$ cat config.mk
export PLATFORM = sky130hd
export DESIGN_NAME = rs_enc_lfsr
export DESIGN_NICKNAME = d
export VERILOG_FILES = /design/src/rtl/rs_pkg.sv /design/src/rtl/gf2m8_multi.sv /design/src/rtl/rs_enc_lfsr.sv
export SDC_FILE = /design/constraint.sdc
export NUM_CORES = 1
export LEC_CHECK = 0
export CORE_MARGIN = 1.5
export CORE_UTILIZATION = 50
export DETAILED_ROUTE_END_ITERATION = 12
export PLACE_DENSITY = 0.69
export SETUP_SLACK_MARGIN = 0.05
export SYNTH_ARGS = -nofsm -noshare
export SYNTH_HDL_FRONTEND = slang
export SYNTH_SLANG_ARGS = --single-unit
export TNS_END_PERCENT = 5
$ cat constraint.sdc
create_clock -name clk -period 3.66 [get_ports clk]
set_clock_uncertainty 0.15 [all_clocks]
set_input_delay 0.915 -clock clk [delete_from_list [all_inputs] [get_ports clk]]
set_output_delay 0.915 -clock clk [all_outputs]
set_load 0.02 [all_outputs]
$ cat src/rtl/rs_pkg.sv
// Shared Reed-Solomon definitions: field polynomial, generator taps,
// encoder state encodings and a GF(2^8) doubling helper.
package rs_pkg;

  localparam logic [8:0] GF_POLY = 9'h11D;
  localparam int RS_NPAR = 4;

  localparam logic [7:0] RS_G0 = 8'h40;
  localparam logic [7:0] RS_G1 = 8'h78;
  localparam logic [7:0] RS_G2 = 8'h36;
  localparam logic [7:0] RS_G3 = 8'h0F;

  typedef enum logic [2:0] {
    ST_IDLE   = 3'b001,
    ST_DATA   = 3'b010,
    ST_PARITY = 3'b100
  } state_e;

  function automatic logic [7:0] gf_xtime(
    input logic [7:0] v
  );
    return {v[6:0], 1'b0}
         ^ (v[7] ? GF_POLY[7:0] : 8'h00);
  endfunction

endpackage

$ cat src/rtl/gf2m8_multi.sv
// GF(2^8) multiplier over 0x11D, purely combinational
// shift-and-add with no pipeline stage.
module gf2m8_multi
  import rs_pkg::*;
(
  input  logic [7:0] a,
  input  logic [7:0] b,
  output logic [7:0] y
);

  logic [7:0] acc;
  logic [7:0] sh;

  always_comb begin
    acc = '0;
    sh  = a;
    for (int i = 0; i < 8; i++) begin
      if (b[i]) acc = acc ^ sh;
      sh = gf_xtime(sh);
    end
    y = acc;
  end

endmodule

$ cat src/rtl/rs_enc_lfsr.sv
// Systematic RS(K+4,K) encoder over GF(2^8): forwards K message
// bytes, then appends 4 parity bytes from a Galois LFSR.
module rs_enc_lfsr
  import rs_pkg::*;
#(
  parameter int K  = 251,
  parameter int CW = 8
) (
  input  logic       clk,
  input  logic       rst,
  input  logic       in_valid,
  output logic       in_ready,
  input  logic [7:0] in_data,
  output logic       out_valid,
  input  logic       out_ready,
  output logic [7:0] out_data,
  output logic       out_sop,
  output logic       out_eop,
  output logic       busy
);

  localparam logic [CW-1:0] KLAST = CW'(K);
  localparam logic [CW-1:0] ONE   = CW'(1);
  localparam logic [1:0]    PLAST = 2'(RS_NPAR - 1);

  state_e        state_q, state_d;
  logic [CW-1:0] cnt_q, cnt_d;
  logic [1:0]    pcnt_q, pcnt_d;
  logic [7:0]    p0_q, p0_d;
  logic [7:0]    p1_q, p1_d;
  logic [7:0]    p2_q, p2_d;
  logic [7:0]    p3_q, p3_d;
  logic          out_valid_q, out_valid_d;
  logic [7:0]    out_data_q, out_data_d;
  logic          out_sop_q, out_sop_d;
  logic          out_eop_q, out_eop_d;

  logic       out_free;
  logic       in_fire;
  logic [7:0] fb;
  logic [7:0] m0, m1, m2, m3;

  assign out_free = !out_valid_q || out_ready;
  assign in_ready = (state_q != ST_PARITY) && out_free;
  assign in_fire  = in_valid && in_ready;
  assign fb       = in_data ^ p3_q;

  gf2m8_multi u_m0 (.a(fb), .b(RS_G0), .y(m0));
  gf2m8_multi u_m1 (.a(fb), .b(RS_G1), .y(m1));
  gf2m8_multi u_m2 (.a(fb), .b(RS_G2), .y(m2));
  gf2m8_multi u_m3 (.a(fb), .b(RS_G3), .y(m3));

  always_comb begin
    state_d     = state_q;
    cnt_d       = cnt_q;
    pcnt_d      = pcnt_q;
    p0_d        = p0_q;
    p1_d        = p1_q;
    p2_d        = p2_q;
    p3_d        = p3_q;
    out_valid_d = out_valid_q;
    out_data_d  = out_data_q;
    out_sop_d   = out_sop_q;
    out_eop_d   = out_eop_q;

    if (out_valid_q && out_ready) begin
      out_valid_d = 1'b0;
      out_sop_d   = 1'b0;
      out_eop_d   = 1'b0;
    end

    unique case (1'b1)
      (state_q == ST_PARITY): begin
        // drain the LFSR highest degree first
        if (out_free) begin
          out_data_d  = p3_q;
          out_valid_d = 1'b1;
          out_sop_d   = 1'b0;
          out_eop_d   = (pcnt_q == PLAST);
          p3_d        = p2_q;
          p2_d        = p1_q;
          p1_d        = p0_q;
          p0_d        = '0;
          pcnt_d      = pcnt_q + 2'd1;
          if (pcnt_q == PLAST) state_d = ST_IDLE;
        end
      end
      (state_q == ST_IDLE),
      (state_q == ST_DATA): begin
        if (in_fire) begin
          p3_d        = p2_q ^ m3;
          p2_d        = p1_q ^ m2;
          p1_d        = p0_q ^ m1;
          p0_d        = m0;
          out_data_d  = in_data;
          out_valid_d = 1'b1;
          out_sop_d   = (state_q == ST_IDLE);
          out_eop_d   = 1'b0;
          cnt_d = (state_q == ST_IDLE) ? ONE
                                       : cnt_q + ONE;
          if (cnt_d == KLAST) begin
            state_d = ST_PARITY;
            pcnt_d  = '0;
          end else begin
            state_d = ST_DATA;
          end
        end
      end
      default: state_d = ST_IDLE;
    endcase
  end

  always_ff @(posedge clk or posedge rst) begin
    if (rst) begin
      state_q     <= ST_IDLE;
      cnt_q       <= '0;
      pcnt_q      <= '0;
      p0_q        <= '0;
      p1_q        <= '0;
      p2_q        <= '0;
      p3_q        <= '0;
      out_valid_q <= 1'b0;
      out_data_q  <= '0;
      out_sop_q   <= 1'b0;
      out_eop_q   <= 1'b0;
    end else begin
      state_q     <= state_d;
      cnt_q       <= cnt_d;
      pcnt_q      <= pcnt_d;
      p0_q        <= p0_d;
      p1_q        <= p1_d;
      p2_q        <= p2_d;
      p3_q        <= p3_d;
      out_valid_q <= out_valid_d;
      out_data_q  <= out_data_d;
      out_sop_q   <= out_sop_d;
      out_eop_q   <= out_eop_d;
    end
  end

  assign out_valid = out_valid_q;
  assign out_data  = out_data_q;
  assign out_sop   = out_sop_q;
  assign out_eop   = out_eop_q;
  assign busy      = (state_q != ST_IDLE) || out_valid_q;

endmodule

==> impl_metrics.ini, run 1 <==
[floorplan]
die_h_um = 87.8
initial_core_util = 0.523
core_mm2 = 0.00687
die_w_um = 87.8
die_area_mm2 = 0.00770
num_rows = 30
io_pins = 25

[global_route]
gr-total-overflow = 0
grtUsageTotal = 0.207
grt_first_pass_wirelength_um = 12200
antenna_found_initial = 0
grt_max_degree = 57
grt_pass1_vias = 2423

[timing]
max-slew-margin-rel = 0.495
worst-slew-pin-transition_ps = 750
rsz0062_at_grt = false
fin_crit_ps = 3500
hold_viol = 0
tns_ps = 0
max_freq_mhz = 286
fin_crit_sh = 0.957
maxSlewViolCount = 0
finalSetupViolations = 0

[synthesis]
synth_seq_cells = 56
yosysWarnings = 0
async_flop_share = 1.00
synth.distinct_cells = 48
synth_ff_type = dfrtp_1
synth_edf_count = 0
ys_seq_area_frac = 0.390
syn_area_mm2 = 0.00359
syn_inst = 365
avgSynthCellArea_um2 = 9.85
synth_nets = 379

[clock_tree]
clk_path_buf_depth = 2
cts.sinks = 56
cts-root-buf = clkbuf_8
cts-htree-levels = 2
cts_buffers = 5
hold_buffers = 0
worstSkewPairLatency_ps = 320
cts_tree = built
post_cts_buffers = 0
clkSlewWorstSetupHoldPaths_ps = 110
ctsResizeCount = 0

[final_layout]
area.sequential_mm2 = 0.00140
layout.nets = 406
drive_above_1_share = 0.109
multi_input_area_mm2 = 0.00211
num-fill-cells = 602
syn_to_final_growth_pct = 13.9
antenna_cells = 0

[detailed_routing]
drtIter0Drc = 170
drt_drc_violations_left = 0
first_pass_iters = 4
top_layer = met4
wl_met2_um = 3410
vias_per_cell = 5.24
met3WireLength_um = 258
wl_per_cell_um = 14.9
vias = 2564
wl_met1_um = 3520
ant_nets = 0
drt-total-wl_um = 7260

[worst_setup_path]
worstPathArrival_ps = 2440
cp_max_fo = 6
worstSetupPathType = in2out
worst_setup_path_end_kind = output port
r2r_slack_ps = 1150
cp-start-kind = input pin
critPathRequiredTime_ps = 2590

[hold_path]
hp-class = reg2reg

[placement]
portBuffers = 24
dp_hpwl_um = 5090
gp_congestion = 0.846

[flow_run]
cap_violations = 0

[outcome]
status = finished, final reports clean
[final cells by class]
class / count / area share
Tap cell: 96 / 0.0294
Sequential cell: 56 / 0.343
Clock inverter: 2 / 0.00336
Multi-Input combinational cell: 288 / 0.516
Clock buffer: 6 / 0.0202
Timing Repair Buffer: 36 / 0.0838
Inverter: 5 / 0.00459
[metal layers]
layer  up-vias  GRT usage
met2        42      0.332
met4         0     0.0519
met1      1227      0.296
li1       1288          -
met5         -          0
met3         7     0.0283
[Yosys cell counts (3+ instances only)]
cell type	instances	share of area
a21oi_1	8	0.011
a31oi_1	10	0.017
and3_1	5	0.0087
buf_2	3	0.0042
clkbuf_1	13	0.014
dfrtp_1	55	0.38
inv_1	5	0.0052
mux2i_1	3	0.0084
nand2_1	68	0.071
nand2b_1	4	0.0070
nand3_1	6	0.0084
nor2_1	28	0.029
nor4_1	3	0.0052
o21ai_0	36	0.050
o21ai_1	5	0.0070
o22ai_1	4	0.0070
xnor2_1	33	0.080
xnor2_2	4	0.018
xnor2_4	6	0.046
xnor3_1	8	0.050
xor2_1	21	0.051
[per-stage QoR]
stage / cell area [µm²] / util / cells / hold WS (ps) / setup WS (ps)
after detailed placement: 3990 / 0.581 / 481 / 325 / 156
after global placement: 3990 / 0.581 / 481 / 324 / 214
final: 4090 / 0.596 / 489 / 348 / 159
after floorplan: 3590 / - / 365 / 296 / 890
after global routing: 4090 / 0.596 / 489 / 385 / 86.1
after CTS: 4090 / 0.595 / 489 / 346 / 147
[worst max-delay path: stages]
cell and delay (ps):
clkdlybuf4s50_1 540, nor2b_2 90, nor2_1 230, clkdlybuf4s50_1 650
[path summary, 6_finish.rpt]
kind,from,end,cells after the start
hold reg to reg,cnt_q[7]$_DFFE_PP0P_,cnt_q[7]$_DFFE_PP0P_,1
min in group asynchronous,rst,out_data[0]$_DFFE_PP0P_,3
hold / removal,cnt_q[7]$_DFFE_PP0P_,cnt_q[7]$_DFFE_PP0P_,1
max in group asynchronous,rst,p2_q[3]$_DFFE_PP0P_,3
setup / recovery,out_ready,in_ready,4
setup reg to reg,p3_q[7]$_DFFE_PP0P_,p3_q[4]$_DFFE_PP0P_,6
[cell families (layout without fill, tap and decap cells)]
family                   Yosys count  after routing  synth area share
AND/OR/NAND/NOR                  125            125             0.150
XOR/XNOR                          79             79             0.290
AO/OA/AOI/OAI                     78             78             0.128
flip-flops                        56             56             0.390
buffers and inverters             21             49            0.0230
multiplexers                       4              4            0.0115
adder cells (fa/ha/maj)            2              2           0.00696
[flip-flops by register name, summed over array words and instances (netlist names), 2 cells and up]
register	cells
cnt_q	8
out_data	8
p0_q	8
p1_q	8
p2_q	8
p3_q	8
pcnt_q	2
state_q	3
[cell usage in the layout (no fill, tap or decap), drive strengths merged, types with 8 or more instances in the layout]
cell,instances
a21oi,8
nand2,68
xor2,24
dfrtp,55
clkdlybuf4s50,24
a31oi,10
nor2,28
o21ai,41
xnor2,43
xnor3,9
buf,12
Power of run 1 is not shown: default switching activity piles up to over one toggle a cycle in this logic, so the estimate is an artifact.
==> run 2: changes to the inputs <==
- TNS_END_PERCENT: 5 -> not set
- clock period: 3.66 -> 3.25 ns (I/O delays scaled with it)
==> run 2 against run 1 <==
Net effect: design area grew 3.4%; core utilization grew 2.0 points; via count grew 4.5%; worst setup slack gained 160 ps; first-iteration DRC count grew 17%; critical path depth shrank 1.
==> impl_metrics.ini, run 2 (same netlist as run 1, synthesis figures left out) <==
[outcome]
status = finished, final reports clean

[floorplan]
die_area_mm2 = 0.00770
initial_core_util = 0.523
die_w_um = 87.8
io_pins = 25
die_h_um = 87.8
num_rows = 30
core_mm2 = 0.00687

[hold_path]
hp-class = reg2reg
worst_hold_path.endpoint = cnt_q[7]$_DFFE_PP0P_
hp-start = cnt_q[7]$_DFFE_PP0P_
whs_path_depth = 1

[timing]
hold_ws_ps = 352
fin_crit_sh = 0.902
hold_viol = 0
maxSlewViolCount = 0
max_freq_mhz = 341
finalSetupViolations = 0
tns_ps = 0
worst-slew-pin-transition_ps = 672
fin_crit_ps = 2930
rsz0062_at_grt = false
max-slew-margin-rel = 0.548

[final_layout]
drive_above_1_share = 0.141
final_cell_mix = nand2_1 (68), dfrtp_1 (55), o21ai_0 (36)
antenna_cells = 0
layout_commonest_cell = nand2_1
syn_to_final_growth_pct = 17.7
num-fill-cells = 610
layout.nets = 423

[worst_setup_path]
max_stage_delay_ps = 640
cp_max_fo = 8
worst_setup_path_end_kind = output port
cp-start-kind = register
worstSetupPathType = reg2out
reg2reg_depth = 8
r2r-end = p3_q[2]$_DFFE_PP0P_
worstPathArrival_ps = 1970
critPathRequiredTime_ps = 2290
slowest_stage = dfstp_2
r2r-start = state_q[1]$_DFFE_PP0P_
r2r_slack_ps = 760
crit_chain = nand2b_1 > or3_1 > clkdlybuf4s50_1

[detailed_routing]
vias_per_cell = 5.30
drtIter0Drc = 199
drt-total-wl_um = 7360
wl_per_cell_um = 14.6
ant_nets = 0
vias = 2680
first_pass_iters = 4
drt_drc_violations_left = 0

[global_route]
grt_first_pass_wirelength_um = 12300
antenna_found_initial = 0
gr-total-overflow = 0
grt_max_degree = 55
grt_pass1_vias = 2546
grtUsageTotal = 0.211

[clock_tree]
cts.sinks = 56
cts-root-buf = clkbuf_8
post_cts_buffers = 0
cts_buffers = 5
clk_path_buf_depth = 2
cts-htree-levels = 2
clkSlewWorstSetupHoldPaths_ps = 100
worstSkewPairLatency_ps = 310
cts_tree = built

[placement]
gp_congestion = 0.843
dp_hpwl_um = 5480
portBuffers = 24

[flow_run]
cap_violations = 0
==> run 2: timing repair <==
action                     4_1_cts  5_1_grt
setup endpoints to repair        0        1
resized for setup                0        1
hold buffers                     0        0
==> run 2: cell type report <==
type / instances / area [µm²] / share of cell area
clock buffers: 6 / 72.6 / 0.0172
multi-input cells: 288 / 2110 / 0.498
flip-flops and latches: 56 / 1400 / 0.332
well taps: 96 / 120 / 0.0284
repair buffers: 53 / 473 / 0.112
inverters: 5 / 18.8 / 0.00444
clock inverters: 2 / 35.0 / 0.00828
==> run 2: critical path: cells and delay by family (launching register included) <==
family / cells / cell delay [ps]
buffers and inverters: 1 / 540
flip-flops: 1 / 640
AND/OR/NAND/NOR: 2 / 470
==> run 2: worst max path at each step <==
stage,start,end
after floorplan,in_data[7],p1_q[7]$_DFFE_PP0P_
after global placement,in_data[7],p3_q[2]$_DFFE_PP0P_
after detailed placement,in_data[7],p3_q[2]$_DFFE_PP0P_
after CTS,out_ready,in_ready
after global routing,state_q[0]$_DFFE_PP1P_,busy
final,state_q[0]$_DFFE_PP1P_,busy
==> run 2: routing by layer <==
layer  track usage  part of all wire  vias to the layer above
met5             0                 0                        -
met4        0.0505            0.0069                        0
met3        0.0349             0.045                        4
met2         0.332              0.47                       61
met1         0.304              0.48                     1298
li1              -                 -                     1317
==> run 2: metrics by stage <==
step	cells	util	area [µm²]	setup WS, ps
2_1_floorplan	365	-	3590	583
3_5_place_dp	498	0.600	4120	61.3
3_3_place_gp	498	0.600	4120	73.8
4_1_cts	506	0.615	4230	94.0
5_1_grt	506	0.616	4230	266
6_report	506	0.616	4230	320
Power of run 2 is left out for the same reason.
==> edit 1: new RTL, flow settings as in run 2 <==
Change the parameter `CW` from 8 to 4.
--- a/src/rtl/rs_enc_lfsr.sv
+++ b/src/rtl/rs_enc_lfsr.sv
@@ -5,5 +5,5 @@
 #(
   parameter int K  = 251,
-  parameter int CW = 8
+  parameter int CW = 4
 ) (
   input  logic       clk,
Behaviour: same outputs for any inputs over 10 cycles, from zero or initial values and one cycle with rst high; that may be too few to reach the edited logic, so the function may still have changed.
==> edit 1 against run 2 <==
Routed wire length down 13%. Sequential share of layout area up 1.5 points. Sequential cell count down 4. Fmax down 3.2%. Critical path depth unchanged. Final area down 11%. Hold slack worse by 16 ps. Worst setup slack worse by 96 ps. Non-clock buffer count down 9. Area after synthesis down 11%. Utilization up 0.45 points.
Power is left out: the tool's default activity adds up to more than one toggle a clock period on the data nets, which glitch-free logic cannot reach.
==> edit 1: results (changes against run 2) <==
mux cell area share after synthesis=0.02499 (+0.01350); post-synthesis cell type count=36 (-25%); post-synthesis sequential area ratio=0.4065 (+0.01616); largest net degree at the start of global routing=53 (-3.6%); Filler cells=501 (-18%); syn_area_per_cell=10.27 µm² (+4.3%); fraction of area in multi-input gates=0.4895 (-0.008854); nets=364 (-14%); clock buffers=8 (+2); pre-CTS WS=103.0 ps (+41.62 ps); first-pass GRT wire length=11250 µm (-8.8%); max_slew headroom=0.3525 (-0.1950); async set or reset register ratio after synthesis=1.000 (unchanged); Adder-Cell Fraction of Synth Area=0.007809 (+0.0008457); drt via density=5.251 (-0.85%); grt met3 use=0.02883 (-0.006046); clock-cell share of area=0.02396 (-0.001476); initial antenna violation count=0 (unchanged); #MultiIn Comb=243 (-16%); core footprint=6061 µm² (-12%); post-synthesis xor/xnor area fraction=0.3050 (+0.01492); DP HPWL=4600 µm (-16%); seq_cells=52 (-7.1%); hold path startpoint=out_data[6]$_DFFE_PP0P_; Worst R2R Start=state_q[0]$_DFFE_PP1P_; Ys Warns=0 (unchanged); crit start category=flip-flop; delay-heaviest family, CP=simple AND/OR/NAND/NOR gates; fin cells=426 (-16%); post-synthesis compound-gate area fraction=0.1152 (-0.01329); synthesized net count=326 (-14%); Bufs on Longest Clock Path=2 (unchanged); fin util=0.6204 (+0.004508); Synth top cells by count=nand2_1, dfrtp_1, o21ai_0; NonClk Buf Share=0.1111 (-0.0006532); Met1 Routed Length=3140 µm (-10%); drt first-iter violations=89 (-55%); crit-path max FO=5 (-3); synth top area cells=dfrtp_1, xor2_1, xnor2_1; vias in the first global route=2325 (-8.7%); count of non-CTS buffers in the layout=44 (-17%); met3 routed WL=138 µm (-59%); critical path arrival=2060 ps (+90 ps); Seq area share=0.3464 (+0.01486); status=complete, no violations; CTS Root Cell=clkbuf_8; Placed Cells=418 (-16%); routed length per instance=15.02 µm (+3.2%); max incr delay on CP=580 ps (-60 ps); met1 Use GR=0.2810 (-0.02270); WL met2=3002 µm (-14%); share of post-route cells with drive strength above 1=0.1197 (-0.02181); Final GP Congestion=0.7524 (-11%); Inverters, non-clock=4 (-1); Top Layer Used=met4; area of placed instances=3667 µm² (-11%); gr usage total=0.2008 (-0.009749); met2 Resource Use GR=0.3215 (-0.01090)
[edit 1: cell types whose count changed after synthesis, sizes merged, moves of 3 or more]
| cell | delta |
|---|---|
| a31oi | -9 |
| buf | -3 |
| dfrtp | -4 |
| mux2i | +5 |
| nand2 | -13 |
| nand3 | -3 |
| nor2 | -13 |
| nor4 | -3 |
| o21ai | +6 |
| o22ai | -3 |
| xnor2 | -6 |
| xor2 | +4 |
[edit 1: final timing paths]
kind,end,slack [ps],cells after the start
min in group asynchronous,p3_q[2]$_DFFE_PP0P_,720,3
max reg2reg,cnt_q[3]$_DFFE_PP0P_,930,8
min,out_data[6]$_DFFE_PP0P_,340,2
max,busy,220,3
max in group asynchronous,state_q[0]$_DFFE_PP1P_,1950,3
min reg2reg,out_data[6]$_DFFE_PP0P_,340,2
[edit 1: what timing repair did]
item	in CTS	in global routing
resized for setup	0	1
buffers inserted	0	0
setup endpoints to repair	0	1
hold buffers	0	0
==> edit 2: new RTL, settings of run 2 <==
Without the edit above. The 3 states of `state_e` get a binary encoding in 2 bits.
--- a/src/rtl/rs_pkg.sv
+++ b/src/rtl/rs_pkg.sv
@@ -11,8 +11,8 @@
   localparam logic [7:0] RS_G3 = 8'h0F;
 
-  typedef enum logic [2:0] {
-    ST_IDLE   = 3'b001,
-    ST_DATA   = 3'b010,
-    ST_PARITY = 3'b100
+  typedef enum logic [1:0] {
+    ST_IDLE   = 2'd0,
+    ST_DATA   = 2'd1,
+    ST_PARITY = 2'd2
   } state_e;
 
Formal check against the unedited RTL: no difference found for any inputs over 10 cycles, from zero or initial values and one cycle with rst high; not proved beyond that.
==> edit 2 against run 2 <==
The run now ends with design-rule violations left. Final area shrank 7.6%. Utilization shrank 0.70 points. Synthesized cell count shrank 3.3%. Hold slack lost 18 ps. Routed wire length shrank 4.5%. Count of clock-buffer cells in the layout shrank 1. Area after synthesis shrank 6.7%. Sequential cell count shrank 1. Critical path depth grew 1. Worst setup slack lost 170 ps. First-iteration DRC count shrank 54%. Critical endpoint is now in_ready.
==> edit 2: results (changes against run 2) <==
status=finished, violations left; failing checks=design-rule violations; Met1 Routed Length=3520 µm (+0.37%); synthesized net count=367 (-3.2%); TritonRoute pass-1 iters=10 (+6); met3 routed WL=139 µm (-58%); initial antenna violation count=0 (unchanged); Worst R2R Start=p3_q[3]$_DFFE_PP0P_; crit-path max FO=3 (-5); Placed Cells=454 (-8.8%); post-synthesis sequential area ratio=0.4104 (+0.02013); nets=398 (-5.9%); Synth top cells by count=dfrtp_1, xnor2_1, nor2_1; Filler cells=534 (-12%); synth top area cells=dfrtp_1, xnor2_1, o21ai_0; slowest library cell on the worst path=clkdlybuf4s50_1; pre-CTS WS=8.884 ps (-52.45 ps); total routed wirelength=7029 µm (-4.5%); drt first-iter violations=92 (-54%); area of placed instances=3774 µm² (-8.4%); # DRC=4 (+4); delay-heaviest family, CP=buffers and inverters; share of post-route cells with drive strength above 1=0.1091 (-0.03237); WL met2=3284 µm (-5.4%); hold path startpoint=out_data[4]$_DFFE_PP0P_; Mapped Cells=353 (-3.3%); first-pass GRT wire length=11980 µm (-2.9%); fin cells=462 (-8.7%); largest net degree at the start of global routing=56 (+1.8%); routed via count=2460 (-8.2%); gr usage total=0.2132 (+0.002712); Final GP Congestion=0.8073 (-4.3%); post-synthesis cell type count=38 (-21%); critical path arrival=2140 ps (+170 ps); Least-Margin Pin Slew=529.0 ps (-143.5 ps)
[edit 2: cell types whose count changed after synthesis, sizes merged, moves of 9 or more]
cell   change
nand2     -37
xnor2     +20
xor2      -20
nor2      +19
a21oi     +15
nand3      +9
[edit 2: per-layer routing]
| metal | vias up | track usage |
|---|---|---|
| met4 | 0 | 0.06855 |
| met1 | 1170 | 0.2944 |
| met5 | - | 0 |
| li1 | 1261 | - |
| met3 | 7 | 0.03016 |
| met2 | 22 | 0.3498 |
[edit 2: kinds of logic after synthesis]
kind of cell / share of synthesized area
AND/OR/NAND/NOR: 0.1507
AO/OA/AOI/OAI: 0.1231
XOR/XNOR: 0.2530
flip-flops: 0.4104
buffers and inverters: 0.02462
multiplexers: 0.03060
adder cells (fa/ha/maj): 0.007461
[edit 2: final timing paths]
check	cells after the start	slack, ps	end
min reg2reg	2	330	out_data[4]$_DFFE_PP0P_
min	2	330	out_data[4]$_DFFE_PP0P_
max	4	150	in_ready
min in group asynchronous	3	700	p1_q[6]$_DFFE_PP0P_
max reg2reg	6	930	p1_q[7]$_DFFE_PP0P_
max in group asynchronous	3	1990	state_q[0]$_DFFE_PP0P_
[edit 2: worst register-to-register path, stage by stage, from the launching register on]
cell and delay (ps):
dfrtp_1 410, xnor2_1 410, xnor3_2 420, xnor3_1 380, and2_2 220, xnor2_1 120, o21ai_0 140
[edit 2: cell type report]
type,instances,area [µm²],area share
clock buffer,5,68.82,0.01760
clock inverter,3,67.56,0.01728
inverter,3,11.26,0.002880
multi-input combinational,276,1894,0.4845
sequential,55,1376,0.3520
tap,77,96.34,0.02464
timing repair buffer,43,395.4,0.1011
[edit 2: power groups by stage]
stage / registers (mW) / logic (mW) / clock network [mW]
finish: 1.16 / 3.80 / 0.545
global route: 1.20 / 4.19 / 0.587
CTS: 1.16 / 3.83 / 0.555
detailed placement: 1.18 / 3.79 / 0
global placement: 1.17 / 3.72 / 0
floorplan: 1.13 / 3.06 / 0
[edit 2: per-stage QoR]
stage          hold slack [ps]  power (mW)
6_report                 334.4       5.506
3_5_place_dp             319.8       4.962
5_1_grt                  361.3       5.977
2_1_floorplan            317.4       4.190
3_3_place_gp             311.4       4.883
4_1_cts                  343.6       5.545
